## src/rtl/sid_bus_slave.sv

```systemverilog
// sid_bus_slave
//   Register front end for a three-voice SID-style synthesiser. A host with
//   no clock relationship to clk writes bytes over a strobe/address/voice/
//   data bus. The bus is resynchronised, one write is accepted per strobe
//   pulse, and the write updates the addressed per-voice register field.
//
// Ports
//   clk          system clock
//   rst_n        asynchronous active-low reset
//   wr_strobe    host write strobe (asynchronous to clk)
//   addr[2:0]    register address: 0/1 freq lo/hi, 2/3 pw lo/hi, 4 ad, 5 sr,
//                6 wav, 7 reserved
//   voice[1:0]   voice select, 0..2 valid
//   data_in[7:0] write data
//   freq_o[47:0] 16-bit frequency word per voice, voice v at [16v+15:16v]
//   pw_o[35:0]   12-bit pulse width per voice, voice v at [12v+11:12v]
//   ad_o, sr_o, wav_o [23:0]  byte per voice, voice v at [8v+7:8v]
//   gate_rise_o, gate_fall_o [2:0]  one-cycle pulse when a wav write sets or
//                clears bit0 of that voice's wav byte
//   wr_ack_o     one-cycle pulse for an accepted write
//   wr_err_o     one-cycle pulse for a rejected write (voice 3 or addr 7)
//
// SYNC_STAGES sets the synchroniser depth (2 or 3). Write latency is
// SYNC_STAGES+1 edges from the first edge that samples the strobe high.
module sid_bus_slave #(
    parameter int SYNC_STAGES = 2
) (
    input  logic        clk,
    input  logic        rst_n,
    input  logic        wr_strobe,
    input  logic [2:0]  addr,
    input  logic [1:0]  voice,
    input  logic [7:0]  data_in,
    output logic [47:0] freq_o,
    output logic [35:0] pw_o,
    output logic [23:0] ad_o,
    output logic [23:0] sr_o,
    output logic [23:0] wav_o,
    output logic [2:0]  gate_rise_o,
    output logic [2:0]  gate_fall_o,
    output logic        wr_ack_o,
    output logic        wr_err_o
);

    localparam int BUS_W = 14;  // {strobe, voice[1:0], addr[2:0], data[7:0]}

    // All bus bits go through the same chain so the strobe edge and the
    // address/data it qualifies leave the synchroniser on the same cycle.
    logic [BUS_W-1:0] sync_reg [SYNC_STAGES];
    logic [BUS_W-1:0] bus_in;

    assign bus_in = {wr_strobe, voice, addr, data_in};

    generate
        for (genvar gi = 0; gi < SYNC_STAGES; gi++) begin : g_sync
            always_ff @(posedge clk or negedge rst_n) begin
                if (!rst_n) begin
                    sync_reg[gi] <= '0;
                end else if (gi == 0) begin
                    sync_reg[gi] <= bus_in;
                end else begin
                    sync_reg[gi] <= sync_reg[(gi == 0) ? 0 : gi - 1];
                end
            end
        end
    endgenerate

    logic       s_strobe;
    logic [1:0] s_voice;
    logic [2:0] s_addr;
    logic [7:0] s_data;

    assign {s_strobe, s_voice, s_addr, s_data} = sync_reg[SYNC_STAGES-1];

    // Rising-edge detect on the synchronised strobe: a long pulse still
    // yields a single write event.
    logic strobe_dly_reg;
    logic wr_event;
    logic wr_valid;

    assign wr_event = s_strobe & ~strobe_dly_reg;
    assign wr_valid = (s_voice != 2'd3) && (s_addr != 3'd7);

    logic [15:0] freq_reg [3];
    logic [11:0] pw_reg   [3];
    logic [7:0]  ad_reg   [3];
    logic [7:0]  sr_reg   [3];
    logic [7:0]  wav_reg  [3];

    logic [2:0] rise_next;
    logic [2:0] fall_next;

    // Gate edges compare the incoming wav bit0 with the value it replaces.
    always_comb begin
        rise_next = '0;
        fall_next = '0;
        for (int v = 0; v < 3; v++) begin
            if (wr_event && wr_valid && s_addr == 3'd6 && s_voice == 2'(v)) begin
                rise_next[v] = s_data[0] & ~wav_reg[v][0];
                fall_next[v] = ~s_data[0] & wav_reg[v][0];
            end
        end
    end

    always_ff @(posedge clk or negedge rst_n) begin
        if (!rst_n) begin
            strobe_dly_reg <= 1'b0;
            wr_ack_o       <= 1'b0;
            wr_err_o       <= 1'b0;
            gate_rise_o    <= '0;
            gate_fall_o    <= '0;
            for (int v = 0; v < 3; v++) begin
                freq_reg[v] <= '0;
                pw_reg[v]   <= '0;
                ad_reg[v]   <= '0;
                sr_reg[v]   <= '0;
                wav_reg[v]  <= '0;
            end
        end else begin
            strobe_dly_reg <= s_strobe;
            wr_ack_o       <= wr_event & wr_valid;
            wr_err_o       <= wr_event & ~wr_valid;
            gate_rise_o    <= rise_next;
            gate_fall_o    <= fall_next;
            for (int v = 0; v < 3; v++) begin
                if (wr_event && wr_valid && s_voice == 2'(v)) begin
                    case (s_addr)
                        3'd0: freq_reg[v][7:0]  <= s_data;
                        3'd1: freq_reg[v][15:8] <= s_data;
                        3'd2: pw_reg[v][7:0]    <= s_data;
                        3'd3: pw_reg[v][11:8]   <= s_data[3:0];
                        3'd4: ad_reg[v]         <= s_data;
                        3'd5: sr_reg[v]         <= s_data;
                        3'd6: wav_reg[v]        <= s_data;
                        default: ;
                    endcase
                end
            end
        end
    end

    // Outputs are plain wiring of the field registers into the flat buses.
    generate
        for (genvar gi = 0; gi < 3; gi++) begin : g_out
            assign freq_o[16*gi +: 16] = freq_reg[gi];
            assign pw_o[12*gi +: 12]   = pw_reg[gi];
            assign ad_o[8*gi +: 8]     = ad_reg[gi];
            assign sr_o[8*gi +: 8]     = sr_reg[gi];
            assign wav_o[8*gi +: 8]    = wav_reg[gi];
        end
    endgenerate

endmodule

```

## config.mk

```make
export PLATFORM = sky130hd
export DESIGN_NAME = sid_bus_slave
export DESIGN_NICKNAME = d
export VERILOG_FILES = /design/src/rtl/sid_bus_slave.sv
export SDC_FILE = /design/constraint.sdc
export NUM_CORES = 1
export LEC_CHECK = 0
export ABC_AREA = 1
export CORE_ASPECT_RATIO = 0.9
export CORE_MARGIN = 1.5
export CORE_UTILIZATION = 50
export DETAILED_ROUTE_END_ITERATION = 6
export GPL_TIMING_DRIVEN = 0
export PLACE_DENSITY_LB_ADDON = 0.08
export REMOVE_ABC_BUFFERS = 1
export SLEW_MARGIN = 10
export SYNTH_ARGS = -nofsm -noshare
export SYNTH_HDL_FRONTEND = slang
export SYNTH_SLANG_ARGS = --single-unit
```

## constraint.sdc

```tcl
create_clock -name clk -period 1.6 [get_ports clk]
set_input_delay 0.16 -clock clk [delete_from_list [all_inputs] [get_ports clk]]
set_output_delay 0.16 -clock clk [all_outputs]
set_load 0.03 [all_outputs]
```

== Yosys cells after proc, flatten, opt, wreduce, memory -nomap -nowiden ==
Index checks and enable logic that the tools add are counted.
Widths: inputs -> output; s select.

* Register bits: 193
* Latch bits: 0
* Bits in writable memories: 0
* ROM bits: 0
* Input port bits: 16
* Output and inout bits: 164
* Logic and storage cells: 91
* Memories kept: 0

* $add $sub $neg: 0
* Multipliers: 0
* Divide/modulo/power cells: 0
* Magnitude comparators: 0
* Eq/ne operators: 10
* Shift operators: 0
* Muxes and demuxes: 6
* Bitwise gates (word level): 15
* Reductions and logical operators: 32

{| class="wikitable"
|+ Operator list
! operator !! count
|-
| $reduce_and 2->1 || 21
|-
| $and 1x1->1 || 9
|-
| $eq 3x3->1 const B || 3
|-
| $logic_and 1x1->1 || 9
|-
| $eq 3x2->1 const B || 2
|-
| $mux 1 || 6
|-
| $not 1->1 || 6
|-
| $eq 3x1->1 const B || 1
|-
| $logic_not 3->1 || 1
|-
| $ne 3x3->1 const B || 1
|-
| $eq 2x1->1 const B || 1
|-
| $eq 2x2->1 const B || 1
|-
| $logic_not 2->1 || 1
|-
| $ne 2x2->1 const B || 1
|}

== Depth between registers and ports, before layout ==
Gate-level depths: netlist of run 1.

* Word-level depth: 6
* Depth in mapped cells: 8
* Mapped depth without buffers: 6

== Worst setup path after synthesis of run 1 ==
OpenSTA, ideal clock, no wires.

* Path type: flip-flop to flip-flop
* Start: reg sync_reg, in the netlist s_addr[1]
* End: reg sr_reg, in the netlist sr_o[0]
* Setup time: 118 ps
* Data arrival time: 1264 ps
* Required time: 1482 ps
* Slack: 218 ps
* Stages on the path, launching flop included: 9
* Path buffers: 2
* Clock period less this slack: 1382 ps
* Cell sequence: dfrtp_1 -> buf_4 -> nand3_2 -> nand2_1 -> nor2_4 -> buf_4 -> nand3_2 -> nand2_1 -> nand2_1

* Longest elaborated chain between the ends: 5
* Elaborated cells between the ends (all ways): 6
* Classes of those cells: eq/ne: 2; reduce/logical: 4

{| class="wikitable"
|+ RTL lines
! what !! RTL line !! text
|-
| start, declared || 49 || <nowiki>logic [BUS_W-1:0] sync_reg [SYNC_STAGES];</nowiki>
|-
| start signal, assigned by index || 60 || <nowiki>sync_reg[gi] <= bus_in;</nowiki>
|-
| start signal, assigned by index || 62 || <nowiki>sync_reg[gi] <= sync_reg[(gi == 0) ? 0 : gi - 1];</nowiki>
|-
| $ne 3x3->1 || 82 || <nowiki>assign wr_valid = (s_voice != 2'd3) && (s_addr != 3'd7);</nowiki>
|-
| $logic_and 1x1->1 || 82 ||
|-
| $logic_and 1x1->1 (2 in a row) || 126 || <nowiki>if (wr_event && wr_valid && s_voice == 2'(v)) begin</nowiki>
|-
| $reduce_and 2->1 (no line) * || -- ||
|-
| end signal, assigned by index || 133 || <nowiki>3'd5: sr_reg[v] <= s_data;</nowiki>
|-
| end, declared || 87 || <nowiki>logic [7:0] sr_reg [3];</nowiki>
|}

Every way passes the cells marked *; elsewhere a longest branch is shown, timed or not.
A chain may end at the register's enable or synchronous reset.

== Worst setup path in the final report of run 1 ==
* Start: reg sync_reg, in the netlist s_voice[0]
* End: reg pw_reg, in the netlist pw_o[16]

* Longest elaborated chain between the ends: 5
* Elaborated cells between the ends (all ways): 6
* Classes of those cells: eq/ne: 2; reduce/logical: 4

{| class="wikitable"
|+ RTL lines
! what !! RTL line !! text
|-
| $ne 2x2->1 || 82 ||
|-
| $logic_and 1x1->1 || 82 ||
|-
| $logic_and 1x1->1 || 126 ||
|-
| $logic_and 1x1->1 * || 126 ||
|-
| $reduce_and 2->1 (no line) * || -- ||
|-
| end signal, assigned by index || 130 || <nowiki>3'd2: pw_reg[v][7:0] <= s_data;</nowiki>
|-
| end signal, assigned by index || 131 || <nowiki>3'd3: pw_reg[v][11:8] <= s_data[3:0];</nowiki>
|-
| end, declared || 85 || <nowiki>logic [11:0] pw_reg [3];</nowiki>
|}

Marked as above.

==> impl_summary.txt, run 1 <==
----------------------------------------------------
[Drt]
  Routed Antenna Nets ... 0
  Number of vias in the routed layout ... 7468
  Iteration-0 DRC Markers ... ~770
  Routed Wire Length ... around 27 mm
  1st-pass router iterations ... 5
  Average wire per cell in the routed design ... roughly 21 microns
  # DRC ... 0
  Detailed-route vias per instance ... about 6.0

[Synthesis]
  Count of distinct cell types in the synthesized netlist ... 17
  Cell area after synthesis ... between 7000 and 8000 sq um
  Yosys warns ... 0
  Leading post-synthesis cells by cell area ... sky130_fd_sc_hd__dfrtp_1 62%, sky130_fd_sc_hd__nand2_1 15%, sky130_fd_sc_hd__nand4_1 13%
  Number of instances in the synthesized netlist ... 783
  Synth Register Bits ... about 190
  Largest area contributor in the synthesized netlist ... sky130_fd_sc_hd__dfrtp_1
  Proportion of synthesized chip area in sequential cells ... 0.624
  Fraction of synthesized cell area taken by the top area cell type ... 0.624
  Mean area per synthesized cell ... 9.88 sq um

[Power]
  Leak pwr ... 6.51 nW
  Power Total ... roughly 0.013 W
  Net Switching ... 0.00400 W
  Combinational fraction of design power ... 0.218
  Clock power share ... 0.328
  Peak ir drop on the vdd network ... between 1 and 1.5 mV
  Internal Pwr Total ... 0.00861 W
  Sequential fraction of design power ... 0.454
  Sw Share ... 0.317
  Power Dens Cells ... ~1100 nW/um^2

[Run status]
  Run status ... complete, but fails checks
  Violations in the final reports ... setup timing

[Clock tree]
  Clock tree from TritonCTS ... yes
  Number of buffers created by CTS ... 17
  Later-pin clock latency in the skew report ... 430 ps
  H-tree depth ... 4
  Sink Count ... a little under 200
  Buffer levels on the longest clock path ... 2
  Clock-pin slew of the registers on the worst-case setup and hold paths ... around 70 ps
  Buffer cell driving the clock tree root ... sky130_fd_sc_hd__clkbuf_16

[Global route]
  Pin count of the biggest net entering global routing ... 108
  Vias in the first global route ... between 7000 and 8000
  Total grt overflow ... 0
  Number of antenna violations at the first check in global routing ... 0
  Wire length of the first global-routing pass ... approximately 40 mm
  Tot GR Track Use ... 0.325

[STA]
  Min cycle time layout ... 1760 ps
  Max Clock Skew ... 11.1 ps
  PnR worst setup slack ... -160 ps
  Final hold vios ... 0
  Final worst-path cycle share ... 1.10
  Count of pins over their slew limit ... 0
  FMAX ... 0.568 GHz
  Unrepaired setup endpoints after global routing ... true
  Slew at the pin closest to its max-slew limit ... ~1300 ps
  Max-slew headroom at the worst pin ... 0.141
  Total setup violations reported at the end of the flow ... between 100 and 150

[Place]
  Final estimated routing congestion in global placement ... 0.758
  Count of input and output buffers ... about 180
  Detailed placement HPWL ... approximately 12 mm
  Worst setup timing slack at the placement stage ... -1040 ps

[Finish]
  Layout-stage area growth over the synthesis result ... 54.5%
  Final antenna diode count ... 0
  Fraction of final layout cells with drive strength greater than 1 ... 0.254
  Fillers ... roughly 930
  Most frequent standard cell in the layout excluding fill and tap cells ... sky130_fd_sc_hd__nand2_1
  Net count reported at finish ... approximately 1100
  Area used by sequential logic in the layout ... 4840 sq um
  Area of the multi-input gates ... around 3100 sq um
  Max FFs per register ... 48
  Most used cells in the layout excluding fill and tap cells ... 253 x sky130_fd_sc_hd__nand2_1, 187 x sky130_fd_sc_hd__dfrtp_1, 156 x sky130_fd_sc_hd__nand4_1

[Setup path]
  Critical path's top delay family ... simple AND/OR/NAND/NOR gates
  Cell-by-cell trace of the critical path ... nand2_1 -> nand2_4 -> nor2_4 -> clkbuf_16 -> buf_16 -> buf_16 -> buf_16 -> nand3_4 -> nand2_1 -> nand2_1
  Required time worst endpoint ... between 1500 and 2000 ps
  Sort of element at the start of the critical path ... register
  Type of destination of the critical path ... register
  Slowest library cell on the worst path ... sky130_fd_sc_hd__dfrtp_2
  Critical Path Fanout Max ... 8
  Critical path class ... reg -> reg
  Worst path max stage delay ... around 440 ps
  Endpoint arrival time on the critical path ... just over 2000 ps
  Buf+Inv Stages, Crit Path ... 4

[Floorplan]
  Placement Rows ... 42
  # IOs ... 180
  Area of the die ... approximately 16000 sq um
  Die width ... ~130 microns
  Die extent in y ... about 120 microns
  Initial Util ... 0.518
  Placeable core region ... 14900 sq um

[Job]
  Max cap viols ... 0

[Hold path]
  Type of the most critical hold path ... in -> reg

----------------------------------------------------
==> power by group through the flow <==
stage          Clock, W  Combinational (W)  Sequential (W)
2_1_floorplan         0           0.000458         0.00649
3_3_place_gp          0            0.00236         0.00576
3_5_place_dp          0            0.00247         0.00578
4_1_cts         0.00413            0.00259         0.00567
5_1_grt         0.00434            0.00291         0.00575
6_report        0.00414            0.00275         0.00572
==> worst paths after layout <==
path / endpoint / slack [ps] / start / cells past startpoint
worst min-delay path: sync_reg[27]$_DFF_PN0_ / 160 / wr_strobe / 1
max in group asynchronous: s_addr[0]$_DFF_PN0_ / 310 / rst_n / 3
worst min register to register: s_data[3]$_DFF_PN0_ / 350 / sync_reg[17]$_DFF_PN0_ / 0
worst max-delay path: pw_o[16]$_DFFE_PN0P_ / -160 / s_voice[0]$_DFF_PN0_ / 10
worst max register to register: pw_o[16]$_DFFE_PN0P_ / -160 / s_voice[0]$_DFF_PN0_ / 10
min in group asynchronous: gate_fall_o[1]$_DFF_PN0_ / 310 / rst_n / 2
==> layer usage <==
layer	vias to the layer above	share of wire	wire (microns)	track usage
met4	0	0.034	907	0.142
met5	-	0	0	0
met3	84	0.092	2460	0.0718
li1	3222	-	-	-
met2	461	0.50	13300	0.533
met1	3701	0.38	10000	0.421
==> cell type report <==
cell class | count | share of cell area
Clock buffer | 23 | 0.0408
Multi-Input combinational cell | 527 | 0.258
Timing Repair Buffer | 296 | 0.265
Sequential cell | 193 | 0.405
Inverter | 7 | 0.00346
Tap cell | 198 | 0.0207
Clock inverter | 8 | 0.00670
==> timing repair <==
action                                  in CTS  in global routing
endpoints found under the setup margin     315                171
cloned                                      19                  5
hold endpoints to repair                    86                  0
hold buffers                                 1                  0
buffers inserted                            71                 27
gates resized for setup                    208                103
pin swaps                                   70                 35
==> per-stage QoR <==
stage | hold slack [ps] | setup TNS, ps | std cells | instance area (sq um) | util
detailed placement | 205 | -120120 | 1100 | 9660 | 0.647
global route | 156 | -21870 | 1252 | 11900 | 0.801
floorplan | -136 | -291980 | 714 | 7380 | -
finish | 160 | -12160 | 1252 | 11900 | 0.801
CTS | 158 | -6600 | 1222 | 11300 | 0.760
global placement | 332 | -1822660 | 1091 | 9420 | 0.631
==> cell usage after synthesis <==
| master | instances |
|---|---|
| sky130_fd_sc_hd__inv_1 | 3 |
| sky130_fd_sc_hd__nand3_1 | 6 |
| sky130_fd_sc_hd__nand4_1 | 156 |
| sky130_fd_sc_hd__buf_1 | 3 |
| sky130_fd_sc_hd__nand3_2 | 16 |
| sky130_fd_sc_hd__nor2_2 | 3 |
| sky130_fd_sc_hd__nor3_4 | 6 |
| sky130_fd_sc_hd__buf_4 | 11 |
| sky130_fd_sc_hd__dfrtp_1 | 193 |
| sky130_fd_sc_hd__nor2_1 | 6 |
| sky130_fd_sc_hd__nor2_4 | 1 |
| sky130_fd_sc_hd__a21oi_1 | 1 |
| sky130_fd_sc_hd__clkbuf_1 | 13 |
| sky130_fd_sc_hd__nor3_2 | 1 |
| sky130_fd_sc_hd__inv_2 | 4 |
| sky130_fd_sc_hd__buf_2 | 42 |
| sky130_fd_sc_hd__nand2_1 | 318 |
==> logic make-up (layout without fill, tap and decap cells) <==
kind of cell	after synthesis	in the layout	synth area share
AO/OA/AOI/OAI	1	1	0.000647
buffers and inverters	76	334	0.0490
flip-flops	193	193	0.624
AND/OR/NAND/NOR	513	526	0.326
No activity file was read; power rests on OpenSTA's default activity.
==> run 2: changes to the inputs <==
--- a/config.mk
+++ b/config.mk
@@ -6,9 +6,10 @@
 export NUM_CORES = 1
 export LEC_CHECK = 0
 export ABC_AREA = 1
-export CORE_ASPECT_RATIO = 0.9
+export CELL_PAD_IN_SITES_DETAIL_PLACEMENT = 0
+export CELL_PAD_IN_SITES_GLOBAL_PLACEMENT = 1
 export CORE_MARGIN = 1.5
-export CORE_UTILIZATION = 50
+export CORE_UTILIZATION = 38
 export DETAILED_ROUTE_END_ITERATION = 6
 export GPL_TIMING_DRIVEN = 0
 export PLACE_DENSITY_LB_ADDON = 0.08
==> impl_summary.txt, run 2 (synthesis gave the netlist of run 1 again) <==
----------------------------------------------------
[Clock tree]
  H-tree depth ... 4 (unchanged)
  Sink Count ... 193 (unchanged)
  Buffer levels on the longest clock path ... 2 (unchanged)
  Clock tree from TritonCTS ... yes
  Later-pin clock latency in the skew report ... 430 ps (about the same)
  Number of buffers created by CTS ... 17 (unchanged)
  Clock-pin slew of the registers on the worst-case setup and hold paths ... 70 ps (about the same)
  Buffer cell driving the clock tree root ... sky130_fd_sc_hd__clkbuf_16

[Power]
  Power Dens Cells ... 1060 nW/um^2 (+0.27%)
  Net Switching ... 0.00412 W (+3.1%)
  Peak ir drop on the vdd network ... 0.750 mV (-26%)
  Sequential fraction of design power ... 0.442 (-0.012)
  Sw Share ... 0.319 (+0.00199)
  Leak pwr ... 6.50 nW (-0.20%)
  Clock power share ... 0.343 (+0.015)
  Internal Pwr Total ... 0.00880 W (+2.2%)
  Combinational fraction of design power ... 0.216 (-0.002)

[STA]
  Final worst-path cycle share ... 1.07 (-0.0321)
  PnR worst setup slack ... -109 ps (+51.3 ps)
  Min cycle time layout ... 1710 ps (-51.3 ps)
  Total setup violations reported at the end of the flow ... 116 (-18%)
  Max-slew headroom at the worst pin ... 0.245 (+0.104)
  Slew at the pin closest to its max-slew limit ... 1130 ps (-156 ps)
  Worst hold margin ... 162 ps (+1.92 ps)
  Count of pins over their slew limit ... 0 (unchanged)
  Unrepaired setup endpoints after global routing ... true
  Final hold vios ... 0 (unchanged)
  Max Clock Skew ... 9.10 ps (-1.97 ps)
  FMAX ... 0.585 GHz (+3.0%)

[Finish]
  Most frequent standard cell in the layout excluding fill and tap cells ... sky130_fd_sc_hd__nand2_1
  Area of the multi-input gates ... 3140 sq um (+1.9%)
  Area used by sequential logic in the layout ... 4850 sq um (+0.10%)
  Fraction of the core area covered by cells at the end of the flow ... 0.607 (-0.193)
  Max FFs per register ... 48 (unchanged)
  Fraction of final layout cells with drive strength greater than 1 ... 0.282 (+0.0276)
  Most used cells in the layout excluding fill and tap cells ... 224 x sky130_fd_sc_hd__nand2_1, 185 x sky130_fd_sc_hd__dfrtp_1, 159 x sky130_fd_sc_hd__dlygate4sd2_1
  Net count reported at finish ... 1053 (-0.47%)
  Final antenna diode count ... 0 (unchanged)
  Design area ... 12200 sq um (+2.2%)
  Layout-stage area growth over the synthesis result ... 57.9%
  Fillers ... 1660 (+78%)

[Global route]
  Total grt overflow ... 0 (unchanged)
  Number of antenna violations at the first check in global routing ... 0 (unchanged)
  Vias in the first global route ... 7150 (-0.94%)
  Tot GR Track Use ... 0.260 (-0.0648)
  Wire length of the first global-routing pass ... 42.3 mm (+6.1%)
  Pin count of the biggest net entering global routing ... 106 (-1.9%)

[Setup path]
  Critical Path Fanout Max ... 7 (-1)
  Sort of element at the start of the critical path ... register
  Worst setup path startpoint ... s_addr[1]$_DFF_PN0_
  Required time worst endpoint ... 1960 ps (+50 ps)
  Critical path class ... reg -> reg
  Type of destination of the critical path ... register
  FF-to-FF Start ... s_addr[1]$_DFF_PN0_
  Endpoint arrival time on the critical path ... 2070 ps (about the same)

[Hold path]
  Type of the most critical hold path ... in -> reg
  Worst hold path startpoint ... data_in[4]

[Drt]
  Number of vias in the routed layout ... 7085 (-5.1%)
  Routed Wire Length ... 27.4 mm (+2.8%)
  Detailed-route vias per instance ... 5.37 (-10%)
  Routed Antenna Nets ... 0 (unchanged)
  Average wire per cell in the routed design ... 20.8 microns (-2.5%)
  1st-pass router iterations ... 4 (-1)
  Iteration-0 DRC Markers ... 436 (-43%)
  # DRC ... 0 (unchanged)

[Place]
  Detailed placement HPWL ... 13.4 mm (+7.0%)
  Final estimated routing congestion in global placement ... 0.740 (-2.4%)
  Count of input and output buffers ... 179 (unchanged)
  Post-DP Area ... 9770 sq um (+1.1%)

[Job]
  Max cap viols ... 0 (unchanged)

[Floorplan]
  Initial Util ... 0.385 (-0.134)
  Placement Rows ... 52 (+24%)
  Placeable core region ... 20100 sq um (+35%)
  Area of the die ... 21200 sq um (+31%)
  Die width ... 146 microns (+8.6%)
  Die extent in y ... 146 microns (+20%)
  # IOs ... 180 (unchanged)

[Run status]
  Run status ... complete, but fails checks
  Violations in the final reports ... setup timing

----------------------------------------------------
run 2: metal layers:
layer	global-route usage	vias to the layer above	part of all wire
met5	0	-	0
met3	0.0467	39	0.062
met4	0.0878	0	0.022
met2	0.412	274	0.48
met1	0.364	3535	0.44
li1	-	3237	-
run 2: metrics by stage:
| stage | TNS (ps) | worst slack, ps | instances | power [W] |
|---|---|---|---|---|
| 4_1_cts | -5940 | -108 | 1304 | 0.0129 |
| 6_report | -6160 | -109 | 1320 | 0.0129 |
| 3_3_place_gp | -1938290 | -7510 | 1163 | 0.00817 |
| 5_1_grt | -16530 | -204 | 1320 | 0.0134 |
| 2_1_floorplan | -291980 | -2010 | 714 | 0.00695 |
| 3_5_place_dp | -107960 | -884 | 1173 | 0.00829 |
run 2: final cells by class:
| cell class | instances | area share |
|---|---|---|
| flip-flops and latches | 193 | 0.397 |
| well taps | 270 | 0.0277 |
| multi-input cells | 527 | 0.257 |
| clock inverters | 12 | 0.0120 |
| repair buffers | 291 | 0.265 |
| clock buffers | 20 | 0.0382 |
| inverters | 7 | 0.00277 |
run 2: final timing paths:
check	endpoint	slack, ps	cells after the start
min in group asynchronous	wav_o[18]$_DFFE_PN0P_	300	2
worst min register to register	s_data[0]$_DFF_PN0_	350	0
max in group asynchronous	freq_o[23]$_DFFE_PN0P_	340	3
worst max register to register	sr_o[10]$_DFFE_PN0P_	-110	10
worst max-delay path	sr_o[10]$_DFFE_PN0P_	-110	10
worst min-delay path	sync_reg[18]$_DFF_PN0_	160	1
run 2: power by group through the flow:
stage | Combinational [W] | Sequential [W] | Clock [W]
6_report | 0.00279 | 0.00571 | 0.00443
5_1_grt | 0.00296 | 0.00576 | 0.00470
4_1_cts | 0.00270 | 0.00567 | 0.00451
3_5_place_dp | 0.00250 | 0.00579 | 0
3_3_place_gp | 0.00240 | 0.00577 | 0
2_1_floorplan | 0.000458 | 0.00649 | 0
run 2: what timing repair did:
| action | in CTS | in global routing |
|---|---|---|
| setup buffers | 73 | 18 |
| hold buffers | 1 | 0 |
| gates resized for setup | 241 | 117 |
| pin swaps | 86 | 38 |
| endpoints found under the hold margin | 88 | 0 |
| cloned | 25 | 4 |
| endpoints found under the setup margin | 322 | 168 |
run 2: critical path, stage by stage (launching register included):
cell	delay [ps]
sky130_fd_sc_hd__dfrtp_4	520
sky130_fd_sc_hd__nand3_4	90
sky130_fd_sc_hd__nand2_4	60
sky130_fd_sc_hd__nor2_4	130
sky130_fd_sc_hd__buf_12	130
sky130_fd_sc_hd__buf_16	110
sky130_fd_sc_hd__buf_16	130
sky130_fd_sc_hd__buf_4	120
sky130_fd_sc_hd__buf_12	110
sky130_fd_sc_hd__nand4_1	110
sky130_fd_sc_hd__nand2_2	120
==> run 3: changes to the inputs <==
--- a/config.mk
+++ b/config.mk
@@ -10,6 +10,7 @@
 export CELL_PAD_IN_SITES_GLOBAL_PLACEMENT = 1
 export CORE_MARGIN = 1.5
 export CORE_UTILIZATION = 38
+export CTS_CLUSTER_DIAMETER = 30
 export DETAILED_ROUTE_END_ITERATION = 6
 export GPL_TIMING_DRIVEN = 0
 export PLACE_DENSITY_LB_ADDON = 0.08
==> results of run 3 <==
Final layout, timing and power as in run 2 (identical DEF).
